--- src/rtl/reg_writeback_queue.sv ---
`default_nettype none
// ============================================================================
// Module      : reg_writeback_queue
// Description : In-order result queue feeding the register file write port,
//               with per-register pending mask and youngest-match forwarding.
// Revision    : 1.0 - initial release
// ============================================================================
module reg_writeback_queue #(
    parameter int N     = 32,
    parameter int DEPTH = 4
) (
    input  logic                   clk,
    input  logic                   rst,
    input  logic                   in_valid,
    output logic                   in_ready,
    input  logic [3:0]             in_reg,
    input  logic [N-1:0]           in_data,
    input  logic                   drain_en,
    output logic                   reg_write,
    output logic [3:0]             write_register,
    output logic [N-1:0]           write_data,
    output logic [15:0]            pending,
    input  logic [3:0]             fwd_addr,
    output logic                   fwd_hit,
    output logic [N-1:0]           fwd_data,
    output logic [$clog2(DEPTH):0] count
);

    localparam int c_AW = $clog2(DEPTH);
    localparam int c_CW = c_AW + 1;
    localparam logic [c_CW-1:0] c_FULL = c_CW'(DEPTH);

    logic [3:0]      r_reg   [DEPTH];
    logic [N-1:0]    r_data  [DEPTH];
    logic [DEPTH-1:0] r_valid;
    logic [c_AW-1:0] r_wptr;
    logic [c_AW-1:0] r_rptr;
    logic [c_CW-1:0] r_count;

    logic            w_push;
    logic            w_pop;
    logic            w_nonempty;
    logic [15:0]     w_onehot [DEPTH];
    logic [c_AW-1:0] w_fidx;

    assign w_nonempty = (r_count != '0);
    // Reset gates both handshakes so nothing enters or leaves in a reset cycle.
    assign in_ready   = !rst && (r_count != c_FULL);
    assign reg_write  = !rst && w_nonempty && drain_en;
    assign w_push     = in_valid && in_ready;
    assign w_pop      = reg_write;

    assign write_register = w_nonempty ? r_reg[r_rptr]  : 4'd0;
    assign write_data     = w_nonempty ? r_data[r_rptr] : '0;
    assign count          = r_count;

    for (genvar g = 0; g < DEPTH; g++) begin : g_entry
        assign w_onehot[g] = r_valid[g] ? (16'd1 << r_reg[g]) : 16'd0;
    end

    always_comb begin
        pending = 16'd0;
        for (int i = 0; i < DEPTH; i++) begin
            pending = pending | w_onehot[i];
        end
    end

    // Walk oldest to youngest so the last match seen is the youngest one.
    always_comb begin
        fwd_hit  = 1'b0;
        fwd_data = '0;
        w_fidx   = r_rptr;
        for (int k = 0; k < DEPTH; k++) begin
            w_fidx = r_rptr + c_AW'(k);
            if (r_valid[w_fidx] && (r_reg[w_fidx] == fwd_addr)) begin
                fwd_hit  = 1'b1;
                fwd_data = r_data[w_fidx];
            end
        end
    end

    always_ff @(posedge clk) begin
        if (rst) begin
            r_wptr  <= '0;
            r_rptr  <= '0;
            r_count <= '0;
            r_valid <= '0;
        end else begin
            if (w_push) begin
                r_reg[r_wptr]   <= in_reg;
                r_valid[r_wptr] <= 1'b1;
                r_wptr          <= r_wptr + c_AW'(1);
            end
            if (w_pop) begin
                r_valid[r_rptr] <= 1'b0;
                r_rptr          <= r_rptr + c_AW'(1);
            end
            case ({w_push, w_pop})
                2'b10:   r_count <= r_count + c_CW'(1);
                2'b01:   r_count <= r_count - c_CW'(1);
                default: r_count <= r_count;
            endcase
        end
    end

    // Data RAM carries no reset; stale words are masked by r_valid/r_count.
    always_ff @(posedge clk) begin
        if (w_push) begin
            r_data[r_wptr] <= in_data;
        end
    end

endmodule
`default_nettype wire

--- config.mk ---
export PLATFORM = sky130hd
export DESIGN_NAME = reg_writeback_queue
export DESIGN_NICKNAME = d
export VERILOG_FILES = /design/src/rtl/reg_writeback_queue.sv
export SDC_FILE = /design/constraint.sdc
export NUM_CORES = 1
export LEC_CHECK = 0
export CORE_MARGIN = 10
export CORE_UTILIZATION = 45
export CTS_CLUSTER_DIAMETER = 200
export DETAILED_ROUTE_END_ITERATION = 7
export PLACE_DENSITY = 0.65
export SLEW_MARGIN = 5
export SYNTH_ARGS = -nofsm -noshare
export SYNTH_HDL_FRONTEND = slang
export SYNTH_SLANG_ARGS = --single-unit
--- constraint.sdc ---
create_clock -name clk -period 6.85 [get_ports clk]
set_input_delay 1.7125 -clock clk [delete_from_list [all_inputs] [get_ports clk]]
set_output_delay 1.7125 -clock clk [all_outputs]
set_load 0.03 [all_outputs]
# Word level (Yosys, flattened, before mapping)
# Memories as Yosys holds them, arrays and structs flattened. A register that Yosys moved wholly into a read port is not among the register bits.
# Index checks and enable logic that the tools add are counted.
[word_totals] regBits=11 ram_bits=144 input_bits=44 memories=2
[op_classes] add_sub_neg=6 order_cmp=7 eq_ne=7 shifts=4 n_mux=38 bitwise_logic=6 reduce_logical=13
[memory_table] memory="r_data" words=4 word_bits=32 read_ports=4 rd_ports_with_merged_regs=1 wr=1 line="34" rtl="logic [N-1:0] r_data [DEPTH];"
[memory_table] memory="r_reg" words=4 word_bits=4 read_ports=8 rd_ports_with_merged_regs=1 wr=1 line="33" rtl="logic [3:0] r_reg [DEPTH];"
[op_table] operator="32-bit 2-to-1 mux" count=5
[op_table] operator="16-bit 2-to-1 mux" count=4
[op_table] operator="1-bit by 4-bit left shift with 16-bit output, first input constant" count=4
[op_table] operator="16-bit bitwise OR" count=3
[op_table] operator="4-bit == test" count=4
[op_table] operator="4-bit 2-to-1 mux" count=4
[op_table] operator="2-bit by 3-bit < comparator with 1-bit output, second input constant" count=5
[op_table] operator="1-bit 2-to-1 mux" count=14
[op_table] operator="1-bit logical AND" count=10
[op_table] operator="1-bit binary-select mux with 2-bit select" count=4
[op_table] operator="2-bit 2-to-1 mux" count=4
[op_table] operator="3-bit case mux with 2 select lines" count=1
[op_table] operator="2-bit by 1-bit adder with 2-bit output, second input constant" count=2
[op_table] operator="2-bit adder, second input constant" count=2
[op_table] operator="4-bit bitwise AND" count=1
[op_table] operator="1-bit demux with 2-bit select" count=2
[op_table] operator="2-bit by 1-bit greater-or-equal comparator with 1-bit output, second input constant" count=2
[op_table] operator="4-bit inverter" count=1
[op_table] operator="4-bit bitwise OR" count=1
[op_table] operator="3-bit by 1-bit adder with 3-bit output, second input constant" count=1
[op_table] operator="3-bit inequality test, second input constant" count=1
[op_table] operator="3-bit nonzero test" count=1
[op_table] operator="3-bit by 1-bit subtractor with 3-bit output, second input constant" count=1
[op_table] operator="2-bit by 1-bit == test with 1-bit output, second input constant" count=1
[op_table] operator="other kinds (3)" count=3

# Longest topological paths before layout
[depth] depth_word=9 depth_mapped=12 ltp_nobuf=10

# Least setup slack after synthesis
# OpenSTA, ideal clock, no wires.
[synth_path] kind="input -> output" startpoint="in fwd_addr[3]" endpoint="out fwd_data[15]" arrival_ns=3.912 t_required_ns=5.137 path_slack_ns=1.225 cell_stages=9 path_buffers=2 cell_sequence="buf_2 > xnor2_1 > nand3_1 > a2111oi_4 > nand2_2 > o211ai_2 > nand2_2 > buf_6 > o31ai_1"
[synth_between] elab_chain_len=6 elab_cells_between_ends=12
[synth_lines] item="start: declaration" line="23" rtl="input logic [3:0] fwd_addr,"
[synth_lines] item="4-bit == test" line="75" rtl="if (r_valid[w_fidx] && (r_reg[w_fidx] == fwd_addr)) begin"
[synth_lines] item="1-bit logical AND" line="75"
[synth_lines] item="32-bit 2-to-1 mux (3 in a row)" line="75"
[synth_lines] item="32-bit 2-to-1 mux (*)" line="75"
[synth_lines] item="end: declaration" line="25" rtl="output logic [N-1:0] fwd_data,"
# Every way passes the cells marked *; elsewhere a longest branch is shown, timed or not.

# Worst setup path after layout
[layout_path] startpoint="in fwd_addr[0]" endpoint="out fwd_data[10]"
# The elaborated chain is that of the path after synthesis.

==> flow_summary_export.csv <==
group,metric,value,unit
place,port_buffers,133,
synthesis,synth.yosys.warnings,0,
floorplan,io_pins,134,
synthesis,ys_seq_area_share,43.6,%
timing,hold_viol,0,
clock_network,cts_max_level,4,
timing,finalCritPeriodShare,96.5,%
worst_setup_path,arrival,4900,ps
detailed_routing,wl_per_cell,23.3,µm
clock_network,cts.sinks,157,
place,hpwl,18.5,mm
clock_network,post_cts_resized,0,
floorplan,die_area,29900,µm²
worst_setup_path,path_class,"in2out",
cells_and_area,largest_reg_flops,128,
worst_setup_path,crit_family,"buffers and inverters",
worst_setup_path,path_buf_inv,3,
synthesis,synthesis.nets,871,
detailed_routing,drc,0,
timing,fin_tns_setup,0,ps
detailed_routing,drt_first_pass_iters,5,
synthesis,synth_ff_type,"edfxtp_1",
worst_setup_path,crit_path_end_kind,"primary output",
worst_setup_path,reg2reg_setup_slack,4370,ps
synthesis,synth.most_common_cell,"edfxtp_1",
clock_network,worst_setup_hold_path_clk_slew,60,ps
timing,max_freq,151,MHz
worst_setup_path,crit_end,"fwd_data[10]",
synthesis,async_flop_share,0,%
grt,grt_max_degree,74,
pwr,vdd_drop_max,0.164,mV
cells_and_area,drive_gt1_share,25.9,%
place,gp_congestion,0.891,
synthesis,synth-seq-cells,157,
synthesis,synth_top_cells_by_count,"144 x edfxtp_1, 77 x mux2i_1, 68 x mux4_2",
synthesis,syn_inst,817,
floorplan,fp.dieW,173,µm
timing,rsz0062_at_grt,"no",
synthesis,yosysUniqueCellTypes,55,
worst_setup_path,path_depth,8,
detailed_routing,vias_per_cell,6.08,
clock_network,clk_latency,430,ps
grt,grt_overflow,0,
detailed_routing,drt_iter0_markers,629,
detailed_routing,wl,28.9,mm
synthesis,synth_area_leaders,"edfxtp_1 41%, mux4_2 15%, mux2i_1 7.3%",
floorplan,start_util,46.1,%
worst_setup_path,cp-start-kind,"input pin",
cells_and_area,nets,969,
worst_setup_path,cp.required,5140,ps
grt,grt_pass1_vias,7766,
worst_setup_path,critPathMaxFanout,22,
cells_and_area,antenna_cells,0,
pwr,power_leakage,3.88,nW
worst_setup_path,critPathMaxStageDelay,740,ps
hold_path,hold_class,"reg2reg",
synthesis,synth_edf_count,144,
job,drv_cap,0,
synthesis,synth_top_cell_by_area,"edfxtp_1",
timing,fin_crit,6610,ps
pwr,power.density,220,nW/µm²
grt,grt_first_pass_wirelength,45.2,mm
timing,hold_ws,552,ps
clock_network,post_cts_buffers,0,
synthesis,netlist_area,10500,µm²
floorplan,dieHeight,173,µm
timing,maxSlewViolCount,0,
clock_network,clockBufferDepth,2,
clock_network,cts-buffers-inserted,17,
clock_network,postCtsHoldBufs,0,
clock_network,cts_root_buffer,"clkbuf_16",
worst_setup_path,crit_chain,"clkdlybuf4s50_1, xnor2_1, a2111oi_4, buf_4, mux2i_4, o21ai_0, o22ai_1, clkdlybuf4s50_1",
worst_setup_path,cpMostUsedCell,"clkdlybuf4s50_1",
worst_setup_path,r2r_cells,5,
clock_network,cts_tree,"done",
timing,skew,10.8,ps
grt,grt_usage,18.9,%
hold_path,min_path_cells,2,
worst_setup_path,r2r-end,"r_valid[3]",
worst_setup_path,crit_start,"fwd_addr[0]",
grt,antenna_found_initial,1,
worst_setup_path,critical-path-slowest-cell,"clkdlybuf4s50_1",
timing,relSlewSlack,25.6,%
floorplan,placementRows,55,
detailed_routing,final_antenna_net_count,0,
status,status,"complete, no violations",
synthesis,avgSynthCellArea,12.9,µm²
worst_setup_path,rr_startpoint,"count[1]",
timing,tightest_slew,1120,ps
floorplan,core,22800,µm²
timing,setup_violations,0,
cells_and_area,area_delta_synth_final,19.5,%
detailed_routing,via_count,7539,
synthesis,synth.top_cell.area_share,41.2,%
==> per-layer routing <==
metal / vias up / share of wire [%] / GRT usage [%]
met5: - / 0.045 / 0
met4: 2 / 1.7 / 5.57
met3: 49 / 6.4 / 4.57
met2: 265 / 50 / 31.7
met1: 3780 / 42 / 23.7
li1: 3443 / - / -
==> cell type report <==
| cell class | count | area (µm²) |
|---|---|---|
| sequential | 157 | 4590 |
| clock inverter | 12 | 100 |
| tap | 313 | 392 |
| multi-input combinational | 574 | 5540 |
| clock buffer | 18 | 429 |
| inverter | 12 | 45.0 |
| fill | 1936 | 10200 |
| timing repair buffer | 153 | 1460 |
==> worst min path at each step <==
stage               slack, ps         to      start
floorplan                 510  r_wptr[1]  r_wptr[1]
global placement          530   count[2]   count[2]
detailed placement        540   count[2]   count[2]
CTS                       550   count[2]   count[2]
global route              560   count[2]   count[2]
finish                    550   count[2]   count[2]
==> where the power goes <==
part	internal (mW)	switching, mW
clock	0.492	0.365
sequential	1.08	0.0448
combinational	0.366	0.413
==> placed cells by master (no fill, tap or decap), drive strengths merged, types with 3 or more instances in the layout <==
| master | netlist | layout |
|---|---|---|
| nor2b | 43 | 43 |
| a22oi | 4 | 4 |
| a21oi | 47 | 47 |
| nand3b | 5 | 5 |
| nand2b | 6 | 6 |
| clkbuf | 36 | 18 |
| edfxtp | 144 | 144 |
| a32oi | 4 | 4 |
| nor2 | 54 | 54 |
| buf | 38 | 43 |
| nand3 | 5 | 5 |
| a211oi | 4 | 4 |
| or3b | 4 | 4 |
| mux4 | 70 | 70 |
| inv | 12 | 13 |
| clkinv | 0 | 8 |
| nand2 | 18 | 18 |
| o31ai | 19 | 19 |
| ha | 9 | 9 |
| a31oi | 3 | 3 |
| clkdlybuf4s50 | 0 | 110 |
| dfxtp | 13 | 13 |
| o221ai | 23 | 23 |
| nor3 | 6 | 6 |
| mux2i | 77 | 77 |
| o21ai | 21 | 21 |
| o22ai | 19 | 19 |
| and2 | 4 | 4 |
| and3 | 13 | 13 |
| xnor2 | 25 | 25 |
| mux2 | 69 | 69 |
| a221o | 5 | 5 |
==> tightest hold or removal path: stages (launching register included) <==
cell	delay, ps
dfxtp_1	350
o21ai_0	90
a21oi_1	60
==> through the flow <==
stage / std cells / utilization (%) / power, mW / area [µm²] / setup WS, ps
global placement: 1209 / 52.8 / 1.93 / 12000 / 303
floorplan: 817 / - / 1.69 / 10500 / 1230
CTS: 1239 / 55.1 / 2.78 / 12600 / 292
finish: 1239 / 55.1 / 2.76 / 12600 / 239
detailed placement: 1209 / 52.8 / 1.93 / 12000 / 327
global route: 1239 / 55.1 / 2.89 / 12600 / 93.1
==> kinds of logic (layout without fill, tap and decap cells) <==
logic type	count (synthesis)	in the layout	synth area share, %
AO/OA/AOI/OAI	156	156	10.5
XOR/XNOR	27	27	2.25
adder cells (fa/ha/maj)	10	10	1.26
buffers and inverters	86	195	4.07
flip-flops	157	157	43.6
multiplexers	216	216	29.9
AND/OR/NAND/NOR	165	165	8.34
(Power assumes the default switching activity.)
